===== src/rtl/wb_bus_arbiter.sv =====
// Two-master (ibus/dbus) to one-slave Wishbone B4 classic arbiter.
// Ownership lasts a full cyc assertion; contention is round-robin; a watchdog errors hung transfers.
module wb_bus_arbiter #(
  parameter int unsigned TIMEOUT = 255
) (
  input  logic        clock,
  input  logic        resetn,
  input  logic [29:0] ibus_adr,
  input  logic [31:0] ibus_dat_w,
  input  logic [3:0]  ibus_sel,
  input  logic        ibus_cyc,
  input  logic        ibus_stb,
  input  logic        ibus_we,
  input  logic [2:0]  ibus_cti,
  input  logic [1:0]  ibus_bte,
  output logic [31:0] ibus_dat_r,
  output logic        ibus_ack,
  output logic        ibus_err,
  input  logic [29:0] dbus_adr,
  input  logic [31:0] dbus_dat_w,
  input  logic [3:0]  dbus_sel,
  input  logic        dbus_cyc,
  input  logic        dbus_stb,
  input  logic        dbus_we,
  input  logic [2:0]  dbus_cti,
  input  logic [1:0]  dbus_bte,
  output logic [31:0] dbus_dat_r,
  output logic        dbus_ack,
  output logic        dbus_err,
  output logic [29:0] mem_adr,
  output logic [31:0] mem_dat_w,
  output logic [3:0]  mem_sel,
  output logic        mem_cyc,
  output logic        mem_stb,
  output logic        mem_we,
  output logic [2:0]  mem_cti,
  output logic [1:0]  mem_bte,
  input  logic [31:0] mem_dat_r,
  input  logic        mem_ack,
  input  logic        mem_err
);

  localparam int CW = (TIMEOUT > 0) ? $clog2(TIMEOUT + 1) : 1;
  localparam logic [CW-1:0] TO_V = CW'(TIMEOUT);

  typedef enum logic [1:0] {IDLE = 2'd0, OWN_I = 2'd1, OWN_D = 2'd2} state_e;

  typedef struct packed {
    logic [29:0] adr;
    logic [31:0] dat;
    logic [3:0]  sel;
    logic        we;
    logic [2:0]  cti;
    logic [1:0]  bte;
  } wb_req_t;

  state_e        state_q, state_d;
  logic          last_q, last_d;  // previous owner: 0 = ibus, 1 = dbus
  logic [CW-1:0] wd_q, wd_d;

  wb_req_t req_i, req_d, req_own;
  logic    own_i, own_d, own_cyc, own_stb, wd_fire, rsp_ack, rsp_err;

  always_comb begin
    req_i   = '{adr: ibus_adr, dat: ibus_dat_w, sel: ibus_sel, we: ibus_we,
                cti: ibus_cti, bte: ibus_bte};
    req_d   = '{adr: dbus_adr, dat: dbus_dat_w, sel: dbus_sel, we: dbus_we,
                cti: dbus_cti, bte: dbus_bte};
    own_i   = (state_q == OWN_I);
    own_d   = (state_q == OWN_D);
    req_own = '0;
    own_cyc = 1'b0;
    own_stb = 1'b0;
    if (own_i) begin
      req_own = req_i;
      own_cyc = ibus_cyc;
      own_stb = ibus_stb;
    end else if (own_d) begin
      req_own = req_d;
      own_cyc = dbus_cyc;
      own_stb = dbus_stb;
    end
    wd_fire = (TIMEOUT != 0) && own_cyc && own_stb && (wd_q == TO_V);
  end

  always_comb begin
    state_d = state_q;
    last_d  = last_q;
    case (state_q)
      IDLE: begin
        if (ibus_cyc && dbus_cyc) state_d = last_q ? OWN_I : OWN_D;
        else if (ibus_cyc)        state_d = OWN_I;
        else if (dbus_cyc)        state_d = OWN_D;
      end
      OWN_I: if (!ibus_cyc) begin
        last_d  = 1'b0;
        state_d = dbus_cyc ? OWN_D : IDLE;
      end
      OWN_D: if (!dbus_cyc) begin
        last_d  = 1'b1;
        state_d = ibus_cyc ? OWN_I : IDLE;
      end
      default: state_d = IDLE;
    endcase
    // Counter only survives an unanswered strobe within an unchanged ownership.
    wd_d = '0;
    if ((TIMEOUT != 0) && (state_d == state_q) && own_cyc && own_stb &&
        !mem_ack && !mem_err && !wd_fire)
      wd_d = wd_q + CW'(1);
  end

  always_ff @(posedge clock or negedge resetn) begin
    if (!resetn) begin
      state_q <= IDLE;
      last_q  <= 1'b0;
      wd_q    <= '0;
    end else begin
      state_q <= state_d;
      last_q  <= last_d;
      wd_q    <= wd_d;
    end
  end

  // A watchdog hit or a simultaneous ack+err both surface as err only.
  assign rsp_err = mem_err | wd_fire;
  assign rsp_ack = mem_ack & ~rsp_err;

  assign mem_adr   = req_own.adr;
  assign mem_dat_w = req_own.dat;
  assign mem_sel   = req_own.sel;
  assign mem_we    = req_own.we;
  assign mem_cti   = req_own.cti;
  assign mem_bte   = req_own.bte;
  assign mem_cyc   = own_cyc;
  assign mem_stb   = own_stb & ~wd_fire;

  assign ibus_ack   = own_i & rsp_ack;
  assign ibus_err   = own_i & rsp_err;
  assign dbus_ack   = own_d & rsp_ack;
  assign dbus_err   = own_d & rsp_err;
  assign ibus_dat_r = mem_dat_r;
  assign dbus_dat_r = mem_dat_r;

endmodule


===== config.mk =====
export PLATFORM = sky130hd
export DESIGN_NAME = wb_bus_arbiter
export DESIGN_NICKNAME = d
export VERILOG_FILES = /design/src/rtl/wb_bus_arbiter.sv
export SDC_FILE = /design/constraint.sdc
export NUM_CORES = 1
export LEC_CHECK = 0
export ABC_AREA = 1
export BUFFER_PORTS_ARGS = -buffer_cell sky130_fd_sc_hd__buf_2
export CORE_AREA = 5 5 124 126
export CTS_CLUSTER_SIZE = 10
export DETAILED_ROUTE_END_ITERATION = 8
export DIE_AREA = 0 0 129 131
export SLEW_MARGIN = 20
export SYNTH_ARGS = -nofsm -noshare
export SYNTH_HDL_FRONTEND = slang
export SYNTH_SLANG_ARGS = --single-unit

===== constraint.sdc =====
create_clock -name clock -period 2.3 [get_ports clock]
set_input_delay 0.345 -clock clock [delete_from_list [all_inputs] [get_ports clock]]
set_output_delay 0.345 -clock clock [all_outputs]
set_load 0.03 [all_outputs]

==> results of run 1 <==
## critical path, cell delays in order (launching register included)
cell	delay [ns]
dfrtp_1	0.40
inv_2	0.27
nand3_1	0.15
nand2_1	0.14
nand2_1	0.10
nor2_4	0.13
nor2_2	0.05
nor2_1	0.09
buf_2	0.21
## synthesized netlist by cell type
| cell type | n | share of area [%] |
|---|---|---|
| a21oi_1 | 1 | 0.23 |
| a31oi_1 | 1 | 0.29 |
| buf_1 | 1 | 0.17 |
| buf_2 | 15 | 3.5 |
| buf_4 | 64 | 22 |
| clkbuf_1 | 8 | 1.4 |
| dfrtp_1 | 11 | 13 |
| ha_1 | 1 | 0.58 |
| inv_1 | 13 | 2.3 |
| inv_2 | 2 | 0.35 |
| nand2_1 | 165 | 29 |
| nand2_2 | 1 | 0.29 |
| nand3_1 | 86 | 20 |
| nand4_1 | 1 | 0.29 |
| nand4_2 | 1 | 0.58 |
| nor2_1 | 10 | 1.7 |
| nor2_2 | 1 | 0.29 |
| nor2_4 | 1 | 0.52 |
| nor3_1 | 8 | 1.9 |
| o2111ai_1 | 1 | 0.41 |
| o21ai_0 | 1 | 0.23 |
| xnor2_1 | 2 | 0.81 |
| xor2_1 | 1 | 0.41 |
## what timing repair did
item | CTS | global route
hold buffers | 1 | 0
setup buffers | 0 | 0
hold endpoints to repair | 11 | 0
## metrics by stage
stage	power (mW)	instance area [µm²]	hold slack, ns
global route	3.85	3120	0.403
finish	3.61	3120	0.390
CTS	3.66	3120	0.387
global placement	3.32	3030	0.231
floorplan	2.53	2150	0.0494
detailed placement	3.33	3030	0.231
## final timing paths
| kind | endpoint | startpoint | slack [ns] |
|---|---|---|---|
| setup / recovery | dbus_err | state_q[0] | 0.19 |
| hold / removal | last_q | dbus_cyc | 0.39 |
| setup reg to reg | wd_q[3] | state_q[0] | 0.75 |
| hold reg to reg | wd_q[0] | wd_q[0] | 0.51 |
| max in group asynchronous | state_q[1] | resetn | 1.57 |
| min in group asynchronous | wd_q[0] | resetn | 0.50 |
## metal layers
layer | up-vias | GRT usage (%)
met5 | - | 0
met4 | 0 | 3.71
met1 | 1249 | 11.7
li1 | 1500 | -
met3 | 33 | 3.82
met2 | 171 | 16.8
## registers in the layout, indices dropped and copies added (netlist names)
signal / count
state_q: 2
last_q: 1
wd_q: 8
## power by group through the flow
stage	clock [mW]	sequential (mW)	combinational, mW
floorplan	0	0.242	2.29
global placement	0	0.255	3.07
detailed placement	0	0.254	3.08
CTS	0.324	0.252	3.08
global route	0.332	0.258	3.26
finish	0.316	0.252	3.04
## layout make-up
| type | count | area, µm² |
|---|---|---|
| Clock buffer | 4 | 78.8 |
| Fill cell | 1668 | 11100 |
| Inverter | 15 | 56.3 |
| Tap cell | 184 | 230 |
| Multi-Input combinational cell | 282 | 1240 |
| Sequential cell | 11 | 277 |
| Timing Repair Buffer | 237 | 1230 |
## cells by family (layout without fill, tap and decap cells)
kind of cell	count (synthesis)	after routing	synth area share, %
buf+inv	103	256	30.0
fa+ha+maj	1	1	0.581
xor+xnor	3	3	1.22
compound gates	4	4	1.16
flops	11	11	12.8
simple gates	274	274	54.3
==> summary.txt, run 1 <==
status: completed
Min Clock Period, post-route: 2.11 ns
Rel. slew slack: 71.8%
DR WL/cell: 13.6 µm
met3 WL post-DR: 1.22 mm
post-synthesis register bit count: 11
Die ar.: 16900 µm²
Die Span X: 129 µm
Worst Tran Pin Value: 0.423 ns
total track usage: 10.1%
IO buf count: 229
CTS HTree Levels: 1
clk sink count: 11
CP Class: flip-flop to primary output
fin. max-slew vios: 0
Num CTS Buffers: 3
Mapped Cells: 396
initial core utilization: 15.2%
highest metal used: met4
initial drt markers: 144
Avg Vias per Cell: 4.03
syn nets: 581
commonest non-fill, non-tap cell in the layout: buf_2
CP Data Required Time: 1.96 ns
initial antenna violation count: 0
placed insts: 728
Hold Crit Class: input port to flip-flop
DRT antenna net count: 0
layout cell share with drive strength beyond 1: 45.0%
WL final: 9.93 mm
Cell variety after synth: 23
post-route core utilization: 21.9%
Max VDD drop: 0.428 mV
YS warnings: 0
pre-CTS setup slack: 0.440 ns
Sum Neg Setup Slack: 0 ns
Seq/Total Area, Yosys: 12.8%
Residual DRC: 0
Avg Synthesized Cell Area: 5.44 µm²
number of global-route vias before repair: 2580
CTS Buffer Depth: 2
DR pass1 iterations: 4
placer congestion estimate: 0.765
Post-CTS Resized: 0
Comb power frac: 84.2%
Worst EP arrival: 1.76 ns
gr ovfl total: 0
Clock Skew: 0.00166 ns
antenna fix cells: 0
Max-cap violations: 0
fmax: 475 MHz
vias after detailed routing: 2953
Worst Reg-to-Reg Cells: 7
setup ws final: 0.193 ns
Int Pwr: 1.27 mW
leak pwr: 1.98 nW
first-pass GRT wire length: 13.6 mm
leading cell types in the layout, fill and taps excluded: 229 x buf_2, 165 x nand2_1, 86 x nand3_1
Power Density: 1160 nW/µm²
NumNets Final: 735
Clock Power Share: 8.8%
Switch Pwr: 2.34 mW
Hold Path Depth: 2
Chip Height: 131 µm
pin count of the biggest net entering global routing: 75
Reg power frac: 7.0%
num rows: 44
period utilization: 91.6%
core area: 14200 µm²
clock slew at reported path FFs: 0.04 ns
DP HPWL: 8.36 mm
Cell Area, Synth: 2150 µm²
CP Capture Type: primary output
Switching Share: 64.9%
RSZ-0062 raised after global routing: false
routed metal-1 wire length: 3.54 mm
crit-path max FO: 14
Hold Fails Final Rpt: 0
number of I/O pins: 326
Area growth syn-to-layout: 44.7%
later-pin clock latency in the skew report: 0.24 ns
Non-Filler Instances: 733
final setup fails: 0
Root Buffer: clkbuf_16
routed wl met2: 4.89 mm
startpoint types: flip-flop
TritonCTS clock tree: yes
No activity file was read; power rests on OpenSTA's default activity.
==> run 2: changes to the inputs <==
--- a/config.mk
+++ b/config.mk
@@ -5,12 +5,11 @@
 export SDC_FILE = /design/constraint.sdc
 export NUM_CORES = 1
 export LEC_CHECK = 0
-export ABC_AREA = 1
 export BUFFER_PORTS_ARGS = -buffer_cell sky130_fd_sc_hd__buf_2
-export CORE_AREA = 5 5 124 126
+export CORE_AREA = 5 5 123 125
 export CTS_CLUSTER_SIZE = 10
 export DETAILED_ROUTE_END_ITERATION = 8
-export DIE_AREA = 0 0 129 131
+export DIE_AREA = 0 0 128 130
 export SLEW_MARGIN = 20
 export SYNTH_ARGS = -nofsm -noshare
 export SYNTH_HDL_FRONTEND = slang
==> summary.txt, run 2 <==
Die Span X: 128 µm (-0.78%)
leading cell types in the layout, fill and taps excluded: 229 x buf_2, 73 x a22o_1, 11 x dfrtp_1
post-synthesis register bit count: 11 (unchanged)
placer congestion estimate: 0.727 (-4.9%)
initial drt markers: 93 (-35%)
Avg Vias per Cell: 4.23 (+5.0%)
FILL cells: 1568 (-6.0%)
number of global-route vias before repair: 2303 (-11%)
pin count of the biggest net entering global routing: 47 (-37%)
worst reg2reg endpoint: wd_q[3]
Residual DRC: 0 (unchanged)
Power, Total: 2.26 mW (-37%)
initial core utilization: 13.8% (-1.4 points)
Int Pwr: 1.02 mW (-20%)
WL final: 10.5 mm (+5.6%)
Max VDD drop: 0.257 mV (-40%)
Hold Path Depth: 2 (unchanged)
Rel. slew slack: 79.5% (+7.7 points)
Endpoint, Worst Hold: state_q[0]
syn nets: 405 (-30%)
placed insts: 552 (-24%)
predominant post-synthesis flop cell: dfrtp_1
Clock Skew: 0.00279 ns (+0.00113 ns)
Root Buffer: clkbuf_16
num rows: 43 (-2.3%)
period utilization: 92.0% (+0.38 points)
Area growth syn-to-layout: 49.0%
met2 GRT Util: 20.6% (+3.7 points)
Worst Tran Pin Value: 0.306 ns (-0.117 ns)
Largest register FFs: 8 (unchanged)
Cell Area, Synth: 1900 µm² (-12%)
later-pin clock latency in the skew report: 0.24 ns (about the same)
Cell variety after synth: 36 (+57%)
setup bufs post-CTS: 0 (unchanged)
count leader, synth: a22o_1
number of I/O pins: 326 (unchanged)
worst min-delay path startpoint: ibus_cyc
Power Density: 800 nW/µm² (-31%)
Min Clock Period, post-route: 2.12 ns (+0.00863 ns)
vias after detailed routing: 2356 (-20%)
Seq/Total Area, Yosys: 14.5% (+1.7 points)
asr flop ratio synth: 100% (unchanged)
DR WL/cell: 18.8 µm (+39%)
CP Data Required Time: 1.96 ns (about the same)
Clock Power Share: 14.6% (+5.8 points)
leak pwr: 1.59 nW (-19%)
fin. max-slew vios: 0 (unchanged)
Reg power frac: 10.5% (+3.5 points)
core area: 13800 µm² (-3.0%)
RSZ-0062 raised after global routing: false
CTS HTree Levels: 1 (unchanged)
antenna fix cells: 0 (unchanged)
fmax: 473 MHz (-0.41%)
crit-path max FO: 6 (-8)
DP HPWL: 9.17 mm (+9.8%)
layout cell share with drive strength beyond 1: 65.5% (+21 points)
DR pass1 iterations: 4 (unchanged)
IO buf count: 229 (unchanged)
area of the multi-input gates: 1030 µm² (-17%)
Sum Neg Setup Slack: 0 ns (unchanged)
final setup fails: 0 (unchanged)
Worst EP arrival: 1.77 ns (about the same)
clk sink count: 11 (unchanged)
NumNets Final: 563 (-23%)
commonest non-fill, non-tap cell in the layout: buf_2
Die ar.: 16600 µm² (-1.5%)
Top Registers: wd_q x8, state_q x2, last_q x1
DRT antenna net count: 0 (unchanged)
R2R Setup Slk: 0.86 ns (+0.11 ns)
grt met1 use: 12.0% (+0.31 points)
largest reg by FF count: wd_q
Worst Reg-to-Reg Cells: 4 (-3)
Mapped Cells: 220 (-44%)
RR Startpoint: wd_q[0]
clock slew at reported path FFs: 0.05 ns (about the same)
top post-synthesis cells by count: 73 x a22o_1, 69 x buf_4, 11 x dfrtp_1
grt met3 use: 3.23% (-0.59 points)
total track usage: 10.9% (+0.89 points)
Top Usage Layer GRT: met2
CP Capture Type: primary output
Synth area leaders: a22o_1 34%, buf_4 27%, dfrtp_1 15%
initial antenna violation count: 0 (unchanged)
CTS Buffer Depth: 2 (unchanged)
Max-cap violations: 0 (unchanged)
YS warnings: 0 (unchanged)
Avg Synthesized Cell Area: 8.62 µm² (+58%)
gr ovfl total: 0 (unchanged)
share of the synthesized area in the top cell type: 33.7% (+5.0 points)
Switching Share: 55.0% (-9.9 points)
Comb power frac: 74.9% (-9.3 points)
status: completed
Chip Height: 130 µm (-0.76%)
first-pass GRT wire length: 14.0 mm (+2.4%)
Switch Pwr: 1.24 mW (-47%)
Hold Crit Class: input port to flip-flop
Num CTS Buffers: 3 (unchanged)
Non-Filler Instances: 557 (-24%)
Seq. cell area: 275 µm² (-0.45%)
startpoint types: flip-flop
TritonCTS clock tree: yes
Synth area leader: a22o_1
CP Class: flip-flop to primary output
EDFF count, synth: 0 (unchanged)
Hold Fails Final Rpt: 0 (unchanged)
==> run 2: cell types whose count changed in the layout (fill, tap and decap cells not counted), moves of 4 or more <==
cell / change
a22o_1: +73
inv_1: -11
nand2_1: -160
nand3_1: -83
nor2_1: -5
nor3_1: -6
nor3_2: +4
==> run 2: worst max-delay path by stage <==
stage	end	slack [ns]	startpoint
6_report	mem_stb	0.18	wd_q[0]
5_1_grt	mem_stb	0.1	wd_q[0]
4_1_cts	mem_stb	0.19	wd_q[0]
3_5_place_dp	mem_stb	0.45	wd_q[0]
3_3_place_gp	mem_stb	0.45	wd_q[0]
2_1_floorplan	mem_stb	0.30	state_q[0]
==> run 2: timing repair <==
item,4_1_cts,5_1_grt
resized for setup,0,0
endpoints found under the setup margin,0,0
hold endpoints to repair,11,0
hold buffers,1,0
==> run 2: routing by layer <==
layer,routed length [µm],part of all wire [%]
met2,5310,51
met5,0,0
met4,194,1.8
met3,1290,12
met1,3700,35
==> run 2: cells by family after synthesis <==
kind of cell	synth area share, %
adders and majority gates	0.660
AOI/OAI and AO/OA	40.1
xor gates and xnor gates	1.39
buffers and inverters	31.4
and+or+nand+nor	12.0
DFF	14.5
==> run 2: through the flow <==
stage	cell area [µm²]	hold WS, ns	setup slack (ns)	util (%)
2_1_floorplan	1900	0.0494	0.301	-
3_3_place_gp	2740	0.234	0.451	19.9
3_5_place_dp	2740	0.233	0.449	19.9
4_1_cts	2830	0.390	0.186	20.5
5_1_grt	2830	0.410	0.0979	20.5
6_report	2830	0.389	0.184	20.5
==> run 2: worst max-delay path: stages (launching register included) <==
cell,delay [ns]
dfrtp_1,0.43
ha_1,0.29
and4_1,0.22
and2_1,0.23
a21oi_1,0.15
buf_2,0.21
==> run 2: cell type report <==
class / count / area share (%)
Timing Repair Buffer: 234 / 42.9
Tap cell: 180 / 7.97
Multi-Input combinational cell: 126 / 36.4
Sequential cell: 11 / 9.74
Clock buffer: 4 / 2.79
Inverter: 2 / 0.266
==> run 2: power by group through the flow <==
| stage | sequential, mW | combinational (mW) | clock [mW] |
|---|---|---|---|
| final | 0.238 | 1.69 | 0.330 |
| after global routing | 0.241 | 1.79 | 0.343 |
| after CTS | 0.237 | 1.73 | 0.329 |
| after detailed placement | 0.239 | 1.72 | 0 |
| after global placement | 0.238 | 1.73 | 0 |
| after floorplan | 0.228 | 1.35 | 0 |
